--- config.mk ---
export PLATFORM = sky130hd
export DESIGN_NAME = matrix_conv_engine_flat
export DESIGN_NICKNAME = d
export VERILOG_FILES = /design/src/rtl/matrix_conv_engine_pkg.sv /design/src/rtl/matrix_conv_engine_if.sv /design/src/rtl/matrix_conv_engine_mac.sv /design/src/rtl/matrix_conv_engine.sv /design/src/flat_wrapper.sv
export SDC_FILE = /design/constraint.sdc
export NUM_CORES = 2
export LEC_CHECK = 0
export BUFFER_PORTS_ARGS = -buffer_cell sky130_fd_sc_hd__buf_2
export CAP_MARGIN = 20
export CORE_MARGIN = 4
export CORE_UTILIZATION = 50
export DETAILED_ROUTE_END_ITERATION = 8
export GPL_TIMING_DRIVEN = 0
export PLACE_DENSITY = 0.69
export SLEW_MARGIN = 25
export SYNTH_ARGS = -nofsm -noshare
export SYNTH_HDL_FRONTEND = slang
export SYNTH_SLANG_ARGS = --single-unit
export TNS_END_PERCENT = 30
--- constraint.sdc ---
create_clock -name clk -period 12.55 [get_ports clk]
set_input_delay 2.51 -clock clk [delete_from_list [all_inputs] [get_ports clk]]
set_output_delay 2.51 -clock clk [all_outputs]
set_load 0.01 [all_outputs]
--- src/rtl/matrix_conv_engine_pkg.sv ---
// Shared types and width helpers for the matrix convolution engine.
// Latency: n/a (types and constant functions only).
// Backpressure: n/a.
package matrix_conv_pkg;

    typedef enum logic [2:0] {
        IDLE,
        LOAD,
        MAC,
        EMIT,
        DONE
    } state_t;

    // Full-precision accumulator width: a DATA_W x DATA_W product needs
    // 2*DATA_W bits, and summing K*K of them adds clog2(K*K) more.
    function automatic int acc_width(input int data_w, input int k);
        return 2 * data_w + $clog2(k * k);
    endfunction

    // Index width that stays at least one bit wide for degenerate sizes.
    function automatic int idx_width(input int n);
        return (n > 1) ? $clog2(n) : 1;
    endfunction

endpackage

--- src/rtl/matrix_conv_engine_if.sv ---
// Pixel-in / result-out stream pair between a source, the engine and a sink.
// Latency: n/a (wires only).
// Backpressure: valid/ready on both streams; a beat moves when valid & ready.
//   master : stream source / result sink (drives in_valid, in_data, out_ready)
//   slave  : the engine (drives in_ready, out_valid, out_data)
interface matrix_conv_engine_if #(
    parameter int DATA_W = 32,
    parameter int ACC_W  = 66
);
    logic              in_valid;
    logic              in_ready;
    logic [DATA_W-1:0] in_data;
    logic              out_valid;
    logic              out_ready;
    logic [ACC_W-1:0]  out_data;

    modport master (
        output in_valid, in_data, out_ready,
        input  in_ready, out_valid, out_data
    );

    modport slave (
        input  in_valid, in_data, out_ready,
        output in_ready, out_valid, out_data
    );
endinterface

--- src/rtl/matrix_conv_engine_mac.sv ---
// Signed multiply-accumulate: acc <= (clr ? 0 : acc) + a*b when en.
// Latency: 1 cycle from operands to updated acc.
// Backpressure: none; the caller sequences clr/en.
//   clk, reset (async, active low), clr, en, a, b -> acc
module conv_mac_unit #(
    parameter int DATA_W = 32,
    parameter int ACC_W  = 66
) (
    input  logic                     clk,
    input  logic                     reset,
    input  logic                     clr,
    input  logic                     en,
    input  logic signed [DATA_W-1:0] a,
    input  logic signed [DATA_W-1:0] b,
    output logic signed [ACC_W-1:0]  acc
);
    logic signed [2*DATA_W-1:0] prod;
    logic signed [ACC_W-1:0]    prod_ext;

    // Operands are widened (sign-extended) before multiplying so the full
    // double-width product is kept, then sign-extended to the accumulator.
    assign prod     = (2*DATA_W)'(a) * (2*DATA_W)'(b);
    assign prod_ext = ACC_W'(prod);

    // clr together with en loads the first product directly, so the first
    // tap of a window needs no separate clearing cycle.
    always_ff @(posedge clk or negedge reset) begin
        if (!reset) begin
            acc <= '0;
        end else if (clr) begin
            acc <= en ? prod_ext : '0;
        end else if (en) begin
            acc <= acc + prod_ext;
        end
    end
endmodule

--- src/rtl/matrix_conv_engine.sv ---
// Valid-mode stride-1 convolution of an IMG_N x IMG_N image with a K x K kernel.
// Latency: first result K*K+1 cycles after the last pixel accept, then K*K+1 per result.
// Backpressure: in_ready only in LOAD; each result holds on out_data until out_ready.
//   clk, reset (async, active low)
//   start/relu_en : frame launch (IDLE only), relu_en captured with start
//   k_we/k_addr/k_data : kernel coefficient write (IDLE only), row-major
//   bus (slave)   : pixel stream in, result stream out, both row-major
//   busy : not IDLE;  done : one cycle after the last result is accepted
module matrix_conv_engine
    import matrix_conv_pkg::*;
#(
    parameter int DATA_W = 32,
    parameter int IMG_N  = 3,
    parameter int K      = 2,
    parameter int ACC_W  = acc_width(DATA_W, K),
    localparam int KA_W  = idx_width(K * K)
) (
    input  logic              clk,
    input  logic              reset,
    input  logic              start,
    input  logic              relu_en,
    input  logic              k_we,
    input  logic [KA_W-1:0]   k_addr,
    input  logic [DATA_W-1:0] k_data,
    matrix_conv_engine_if.slave bus,
    output logic              busy,
    output logic              done
);
    localparam int OUT_N = IMG_N - K + 1;
    localparam int NPIX  = IMG_N * IMG_N;
    localparam int PIX_W = idx_width(NPIX);
    localparam int RC_W  = idx_width(OUT_N);
    localparam int IJ_W  = idx_width(K);

    state_t state_q, state_d;

    logic [PIX_W-1:0] pix_cnt_q;
    logic [RC_W-1:0]  r_q, c_q;
    logic [IJ_W-1:0]  i_q, j_q;
    logic             relu_q;

    // Storage only; contents survive reset so a kernel can be reused.
    logic signed [DATA_W-1:0] kern_mem  [K*K];
    logic signed [DATA_W-1:0] frame_mem [NPIX];

    logic                     in_ready_c, out_valid_c;
    logic                     mac_en, mac_clr;
    logic [PIX_W-1:0]         pix_sel;
    logic [KA_W-1:0]          coef_sel;
    logic signed [ACC_W-1:0]  acc;
    logic [ACC_W-1:0]         result;

    logic last_pix, last_tap, last_out, last_col;

    assign last_pix = (pix_cnt_q == PIX_W'(NPIX - 1));
    assign last_tap = (i_q == IJ_W'(K - 1)) && (j_q == IJ_W'(K - 1));
    assign last_col = (c_q == RC_W'(OUT_N - 1));
    assign last_out = (r_q == RC_W'(OUT_N - 1)) && last_col;

    // Current tap: image pixel (r+i, c+j) against coefficient (i, j).
    assign pix_sel  = PIX_W'((int'(r_q) + int'(i_q)) * IMG_N + int'(c_q) + int'(j_q));
    assign coef_sel = KA_W'(int'(i_q) * K + int'(j_q));

    // ---------------------------------------------------------------- FSM
    always_ff @(posedge clk or negedge reset) begin
        if (!reset) begin
            state_q <= IDLE;
        end else begin
            state_q <= state_d;
        end
    end

    always_comb begin
        state_d     = state_q;
        in_ready_c  = 1'b0;
        out_valid_c = 1'b0;
        busy        = 1'b1;
        done        = 1'b0;
        mac_en      = 1'b0;
        mac_clr     = 1'b0;
        case (state_q)
            IDLE: begin
                busy = 1'b0;
                if (start) begin
                    state_d = LOAD;
                end
            end
            LOAD: begin
                in_ready_c = 1'b1;
                if (bus.in_valid && last_pix) begin
                    state_d = MAC;
                end
            end
            MAC: begin
                mac_en  = 1'b1;
                mac_clr = (i_q == '0) && (j_q == '0);
                if (last_tap) begin
                    state_d = EMIT;
                end
            end
            EMIT: begin
                out_valid_c = 1'b1;
                if (bus.out_ready) begin
                    state_d = last_out ? DONE : MAC;
                end
            end
            DONE: begin
                done    = 1'b1;
                state_d = IDLE;
            end
            default: begin
                state_d = IDLE;
            end
        endcase
    end

    // ------------------------------------------------------------ counters
    always_ff @(posedge clk or negedge reset) begin
        if (!reset) begin
            pix_cnt_q <= '0;
            r_q       <= '0;
            c_q       <= '0;
            i_q       <= '0;
            j_q       <= '0;
            relu_q    <= 1'b0;
        end else begin
            case (state_q)
                IDLE: begin
                    if (start) begin
                        relu_q    <= relu_en;
                        pix_cnt_q <= '0;
                        r_q       <= '0;
                        c_q       <= '0;
                        i_q       <= '0;
                        j_q       <= '0;
                    end
                end
                LOAD: begin
                    if (bus.in_valid) begin
                        pix_cnt_q <= last_pix ? '0 : pix_cnt_q + PIX_W'(1);
                    end
                end
                MAC: begin
                    // Kernel walked row-major; both indices end back at 0.
                    if (j_q == IJ_W'(K - 1)) begin
                        j_q <= '0;
                        i_q <= (i_q == IJ_W'(K - 1)) ? '0 : i_q + IJ_W'(1);
                    end else begin
                        j_q <= j_q + IJ_W'(1);
                    end
                end
                EMIT: begin
                    if (bus.out_ready) begin
                        if (last_out) begin
                            r_q <= '0;
                            c_q <= '0;
                        end else if (last_col) begin
                            c_q <= '0;
                            r_q <= r_q + RC_W'(1);
                        end else begin
                            c_q <= c_q + RC_W'(1);
                        end
                    end
                end
                default: ;
            endcase
        end
    end

    // ------------------------------------------------------------- storage
    // The range guard drops writes to addresses past K*K when K*K is not
    // a power of two.
    always_ff @(posedge clk) begin
        if ((state_q == IDLE) && k_we && (int'(k_addr) < K * K)) begin
            kern_mem[k_addr] <= k_data;
        end
    end

    always_ff @(posedge clk) begin
        if ((state_q == LOAD) && bus.in_valid) begin
            frame_mem[pix_cnt_q] <= bus.in_data;
        end
    end

    // ----------------------------------------------------------------- MAC
    conv_mac_unit #(
        .DATA_W (DATA_W),
        .ACC_W  (ACC_W)
    ) u_mac (
        .clk   (clk),
        .reset (reset),
        .clr   (mac_clr),
        .en    (mac_en),
        .a     (frame_mem[pix_sel]),
        .b     (kern_mem[coef_sel]),
        .acc   (acc)
    );

    // acc is frozen during EMIT, so the result holds until it is taken.
    assign result        = (relu_q && acc[ACC_W-1]) ? '0 : acc;
    assign bus.in_ready  = in_ready_c;
    assign bus.out_valid = out_valid_c;
    assign bus.out_data  = out_valid_c ? result : '0;

endmodule
--- src/flat_wrapper.sv ---
// flat-port wrapper written by rule: the top's interface ports become plain ports
module matrix_conv_engine_flat import matrix_conv_pkg::*;
#(
    parameter int DATA_W = 32,
    parameter int IMG_N  = 3,
    parameter int K      = 2,
    parameter int ACC_W  = acc_width(DATA_W, K),
    localparam int KA_W  = idx_width(K * K)
)
  (clk, reset, start, relu_en, k_we, k_addr, k_data, busy, done, bus_in_valid, bus_in_data, bus_out_ready, bus_in_ready, bus_out_valid, bus_out_data);
  matrix_conv_engine_if #(.DATA_W(DATA_W), .ACC_W(ACC_W)) bus_i ();
  input  logic clk;
  input  logic reset;
  input  logic start;
  input  logic relu_en;
  input  logic k_we;
  input  logic [KA_W-1:0] k_addr;
  input  logic [DATA_W-1:0] k_data;
  output logic busy;
  output logic done;
  input wire logic [$bits(bus_i.in_valid)-1:0] bus_in_valid;
  input wire logic [$bits(bus_i.in_data)-1:0] bus_in_data;
  input wire logic [$bits(bus_i.out_ready)-1:0] bus_out_ready;
  output wire logic [$bits(bus_i.in_ready)-1:0] bus_in_ready;
  output wire logic [$bits(bus_i.out_valid)-1:0] bus_out_valid;
  output wire logic [$bits(bus_i.out_data)-1:0] bus_out_data;
  assign bus_i.in_valid = bus_in_valid;
  assign bus_i.in_data = bus_in_data;
  assign bus_i.out_ready = bus_out_ready;
  assign bus_in_ready = bus_i.in_ready;
  assign bus_out_valid = bus_i.out_valid;
  assign bus_out_data = bus_i.out_data;
  matrix_conv_engine #(.DATA_W(DATA_W), .IMG_N(IMG_N), .K(K), .ACC_W(ACC_W)) u_core (.clk(clk), .reset(reset), .start(start), .relu_en(relu_en), .k_we(k_we), .k_addr(k_addr), .k_data(k_data), .bus(bus_i), .busy(busy), .done(done));
endmodule
* Word level (Yosys, flattened, before mapping)
Memories as Yosys holds them, arrays and structs flattened. Index checks and enable logic that the tools add are counted. Widths: inputs -> output; s select.
Storage, ports and cells: input bits 73, logic and storage cells 94, bits in writable memories 416, flip-flop bits (word level) 78, output and inout bits 70, memories 2
Memory list:
- u_core.frame_mem | depth 9, width 32, rd ports 1, clocked after Yosys merged registers in 0, write ports 1, line matrix_conv_engine.sv:44 | logic signed [DATA_W-1:0] frame_mem [NPIX];
- u_core.kern_mem | depth 4, width 32, rd ports 1, clocked after Yosys merged registers in 0, write ports 1, line matrix_conv_engine.sv:43 | logic signed [DATA_W-1:0] kern_mem [K*K];
Operators by class: multiply operators 2, add/subtract/negate cells 10, reduce and logical (&&, ||, !) cells 19, equality and inequality tests 12, bitwise logic cells 2, mux-type cells 39
Operator list (number):
- $mux 66 | 5
- $add 66x64->66 | 1
- $mul 32x32->64 | 1
- $mul 32x3->4 const B | 1
- $mux 1 | 20
- $mux 3 | 5
- $mux 4 | 3
- $pmux 3 s4 | 1
- $reduce_and 3->1 | 3
- $add 4x2->4 | 2
- $pmux 1 s2 | 4
- $pmux 4 s2 | 1
- $reduce_and 4->1 | 2
- $reduce_bool 2->1 | 4
- $logic_and 1x1->1 | 7
- $eq 3x2->1 const B | 2
- $ne 2x1->1 const B | 3
- $ne 2x2->1 const B | 3
- $add 1x1->1 const B | 4
- $add 4x1->4 const B | 1
- $eq 4x4->1 const B | 1
- $reduce_and 2->1 | 2
- $eq 3x1->1 const B | 1
- $eq 3x3->1 const B | 1
- 5 further kinds | 6

* Depth between registers and ports, before layout
An unclocked memory read counts as a cell.
word-level depth 9, gate-level depth with buffers 54, gate-level depth less buffers 48

* By module
From an unflattened synthesis, not the netlist that was laid out.
Unflattened totals: cell total of the unflattened synthesis 5590, area total of the unflattened synthesis 59708.5 sq um
Modules (own cells, without submodules):
- conv_mac_unit | cells an instance 4653, times used 1, area an instance 42613.4 sq um
- matrix_conv_engine | cells an instance 937, times used 1, area an instance 17095.1 sq um

* Least setup slack after synthesis
Ideal clock, no wire load.
path kind register to register, from register u_core.j_q, to register u_core.u_mac.acc[65], required time 12.446 ns, path buffers 7, clock period less this slack 12.584 ns, arrival time 12.480 ns, cell stages (with the launch flop) 50, setup slack -0.034 ns, cells stage by stage dfrtp_1 > clkbuf_1 > inv_1 > clkbuf_1 > fa_1 > inv_1 > ha_1 > clkbuf_1 > clkbuf_1 > clkbuf_1 > mux4_2 > mux2i_1 > nand2_1 > o21ai_1 > clkbuf_1 > nor2_1 > fa_1 > fa_1 > [... 14 more ...] > o211ai_1 > a21oi_1 > nor3b_1 > or2_2 > a21oi_1 > xnor2_1 > ha_1 > clkbuf_1 > a21oi_1 > o21ai_1 > a221oi_1 > nor3_1 > a221oi_1 > o21ai_1 > a31o_2 > o41a_1 > mux2_1 > o311ai_1
Between the ends: longest elaborated chain between the ends 6
Ends and longest elaborated chain:
- from (decl) | line matrix_conv_engine.sv:39 | logic [IJ_W-1:0] i_q, j_q;
- from (signal assigned) | line matrix_conv_engine.sv:149 | j_q <= j_q + IJ_W'(1);
- $add 4x2->4 / $add 2x1->2 (equally long branches) | line matrix_conv_engine.sv:61, matrix_conv_engine.sv:62
- $mem_v2 9x32 / $mem_v2 4x32 (equally long branches)
- $mul 32x32->64 | line matrix_conv_engine_mac.sv:22 | assign prod = (2*DATA_W)'(a) * (2*DATA_W)'(b);
- $add 66x64->66 | line matrix_conv_engine_mac.sv:33 | acc <= acc + prod_ext;
- $mux 66 | line matrix_conv_engine_mac.sv:32 | end else if (en) begin
- $mux 66 | line matrix_conv_engine_mac.sv:30 | end else if (clr) begin
- to (signal assigned) | line matrix_conv_engine_mac.sv:31 | acc <= en ? prod_ext : '0;
- to (signal assigned) | line matrix_conv_engine_mac.sv:33
- to (decl) | line matrix_conv_engine_mac.sv:15 | output logic signed [ACC_W-1:0] acc
Several ways; a longest one is shown, not always the timed one. The select of a mux whose other input is x is not followed. A chain may end at the register's enable or synchronous reset.

* Worst setup path after layout
from register u_core.i_q, to register u_core.u_mac.acc[65]
Between the ends: longest elaborated chain between the ends 9
Ends and longest elaborated chain:
- from (decl) | line matrix_conv_engine.sv:39
- from (signal assigned) | line matrix_conv_engine.sv:147 | i_q <= (i_q == IJ_W'(K - 1)) ? '0 : i_q + IJ_W'(1);
- $add 1x1->2 | line matrix_conv_engine.sv:61 | assign pix_sel = PIX_W'((int'(r_q) + int'(i_q)) * IMG_N + int'(c_q) + int'(j_q));
- $mul 32x3->4 | line matrix_conv_engine.sv:61
- $add 4x2->4 (2 in series) | line matrix_conv_engine.sv:61
- $mem_v2 9x32
- $mul 32x32->64 | line matrix_conv_engine_mac.sv:22
- $add 66x64->66 | line matrix_conv_engine_mac.sv:33
- $mux 66 | line matrix_conv_engine_mac.sv:32
- $mux 66 | line matrix_conv_engine_mac.sv:30
Several ways; a longest one is shown, not always the timed one. The select of a mux whose other input is x is not followed.

==> metrics.txt <==
Filler cells 9711; ys flop type edfxtp_1; DIE AREA 122400 um^2; most frequent cells in the layout fa_1, inv_1, nand2_1, nor2_1, edfxtp_1; initial antenna violation count 20; Reg2Reg Setup Slack 0.04 ns; TritonCTS buffer count 53; Port-buffer cells 142; met3 Use GR 11.14%; DRT antenna net count 0; hold buffers post-CTS 0; crit start category flip-flop; Post-DP Area 61940 um^2; simple-gate share of the synthesized area 11.38%; effective utilization at floorplan 50.35%; TritonRoute pass-1 iters 6; io pins 143; Hold Path Origin u_core.u_mac.acc[20]; XOR/XNOR Fraction of Synth Area 1.994%; Post-Route Skew 0.04859 ns; layout cells sized above 1 17.05%; proportion of synthesized area in mux cells 4.287%; post-detail-place hpwl 169000 um; Worst Path Required 13.10 ns; final setup fails 0; Post-synth ARST share 15.79%; post-route cell area 67880 um^2; routed wire length per instance 28.22 um; drt initial violations 4526; Hold Crit Endpoint u_core.u_mac.acc[20]; minimum clock period 12.51 ns; total core area 116000 um^2; FF-to-FF Start u_core.i_q; Worst EP arrival 13.06 ns; top post-synthesis cells by area fa_1, edfxtp_1, inv_1; fin. max-slew vios 0; GRT met2 Usage 53.45%; Via-to-Cell Ratio 5.941; highest clock rate 79.91 MHz; GR Util met1 44.16%; worst stage delay on the critical path 0.87 ns; vias post-DR 44920; max-cap viol count 0; die width 349.9 um; final period utilization 99.71%; Crit. End Element flip-flop; dominant cell type by area after synthesis fa_1; hold path depth 2; Die Ht 349.9 um; setup TNS 0 ns; reg2reg path depth 38; CP dominant cell by count fa_1; Syn Nets 6995; EDFF count, synth 416; root buf cell clkbuf_16; GRT busiest layer met2; clock buffer depth 3; Syn Area/Cell 10.48 um^2; crit-path max FO 10; Critical Path Slowest Stage Cell o21ai_1; HP Class reg2reg; top cell type's share of synthesized area 37.14%; post-synthesis compound-gate area fraction 7.009%; Max transition margin 24.11%; number of remaining DRC errors 0; final WL 213300 um; setup ws final 0.03633 ns; Worst-path clk slew 0.06 ns; Synth warnings 0; final hold viol count 0; first-pass GRT wire length 307500 um; row count 125; final std cells w/o fill 7561; GRT Total Usage 34.98%; dpl cells 7294; cell area after synthesis 58430 um^2; Area Growth Syn to Fin 16.16%; flops & latches, synth 494; most common cell after layout, fill and taps aside fa_1; critical path class reg2reg; largest net degree at the start of global routing 65; RSZ-0062 raised after global routing true; Clock Sinks 494; CTS H-tree lvls 2; GPL Wtd Cong 1.060; CTS tree done; status complete, no violations; worst slack, placed -4.007 ns; post-synthesis adder-cell area fraction 42.71%; sequential area share after synthesis 24.72%; Slew @ Worst Pin 1.131 ns; worst-skew pair later-pin latency 0.66 ns; main combinational cell family by area after synthesis adder cells; Reg-to-Reg End u_core.u_mac.acc[65]; gr ovfl total 0; vias in the first global route 45990; final net count 7398; Synth cell types 75; Post-Synthesis Cells 5578
cells by family after synthesis:
kind of cell               Yosys count
and+or+nand+nor                   1574
adders and majority gates         1344
xor gates and xnor gates           133
AOI/OAI and AO/OA                  650
buffers and inverters             1225
DFF                                494
muxes                              158
critical path, delay by kind of cell (launching register included):
family | cells | cell delay, ns
flops | 1 | 0.40
buf+inv | 7 | 1.83
compound gates | 15 | 3.90
xor+xnor | 1 | 0.30
fa+ha+maj | 10 | 4.87
mux | 2 | 0.75
simple gates | 3 | 0.33
timing repair:
action | CTS | global route
pin swaps | 31 | 97
setup endpoints to repair | 54 | 33
buffers inserted | 60 | 128
gates cloned | 0 | 3
gates resized for setup | 425 | 307
registers in the layout (all words and copies together) (netlist names):
| register | flops |
|---|---|
| u_core.kern_mem | 128 |
| u_core.state_q | 3 |
| u_core.r_q | 1 |
| u_core.u_mac.acc | 66 |
| u_core.pix_cnt_q | 4 |
| u_core.relu_q | 1 |
| u_core.frame_mem | 288 |
| u_core.i_q | 1 |
| u_core.j_q | 1 |
| u_core.c_q | 1 |
metal layers:
layer  vias to the layer above  share of wire, %
met5                         -              0.23
met4                        26               7.5
met3                       707                12
met2                      2631                45
met1                     23040                36
li1                      18520                 -
synthesized netlist by cell type (71+ instances only):
library cell  number
mux4_2            71
fa_1            1084
clkbuf_1         243
edfxtp_1         416
nand2_1          666
inv_1            950
xnor2_1           90
ha_1             260
dfrtp_1           78
and2_1           106
a21oi_1          172
o21ai_0          120
nor2_1           596
stage by stage:
stage	utilization, %	hold slack, ns
3_3_place_gp	52.61	0.5122
5_1_grt	58.47	0.5671
6_report	58.49	0.5417
2_1_floorplan	-	0.4689
3_5_place_dp	53.37	0.5208
4_1_cts	56.56	0.5352
area by class of cell:
cell class	instances	area (um^2)	area share, %
timing repair buffer	381	3025	4.457
antenna	12	30.03	0.04424
multi-input combinational	3859	41290	60.84
inverter	951	3581	5.276
sequential	494	14450	21.29
clock buffer	57	1363	2.007
clock inverter	42	427.9	0.6304
buffer	241	1800	2.653
tap	1524	1907	2.809
worst max path at each step:
stage | startpoint | endpoint | slack, ns | cells past startpoint
final | u_core.i_q | u_core.u_mac.acc[65] | 0.04 | 38
after global routing | u_core.i_q | u_core.u_mac.acc[60] | -0.17 | 49
after CTS | u_core.i_q | u_core.u_mac.acc[65] | -0.04 | 48
after detailed placement | u_core.j_q | u_core.u_mac.acc[65] | -4.01 | 46
after global placement | u_core.j_q | u_core.u_mac.acc[65] | -4.17 | 49
after floorplan | u_core.j_q | u_core.u_mac.acc[65] | 0.1 | 49
Power is not shown: default switching activity piles up to over one toggle a cycle in this logic, so the estimate is an artifact.
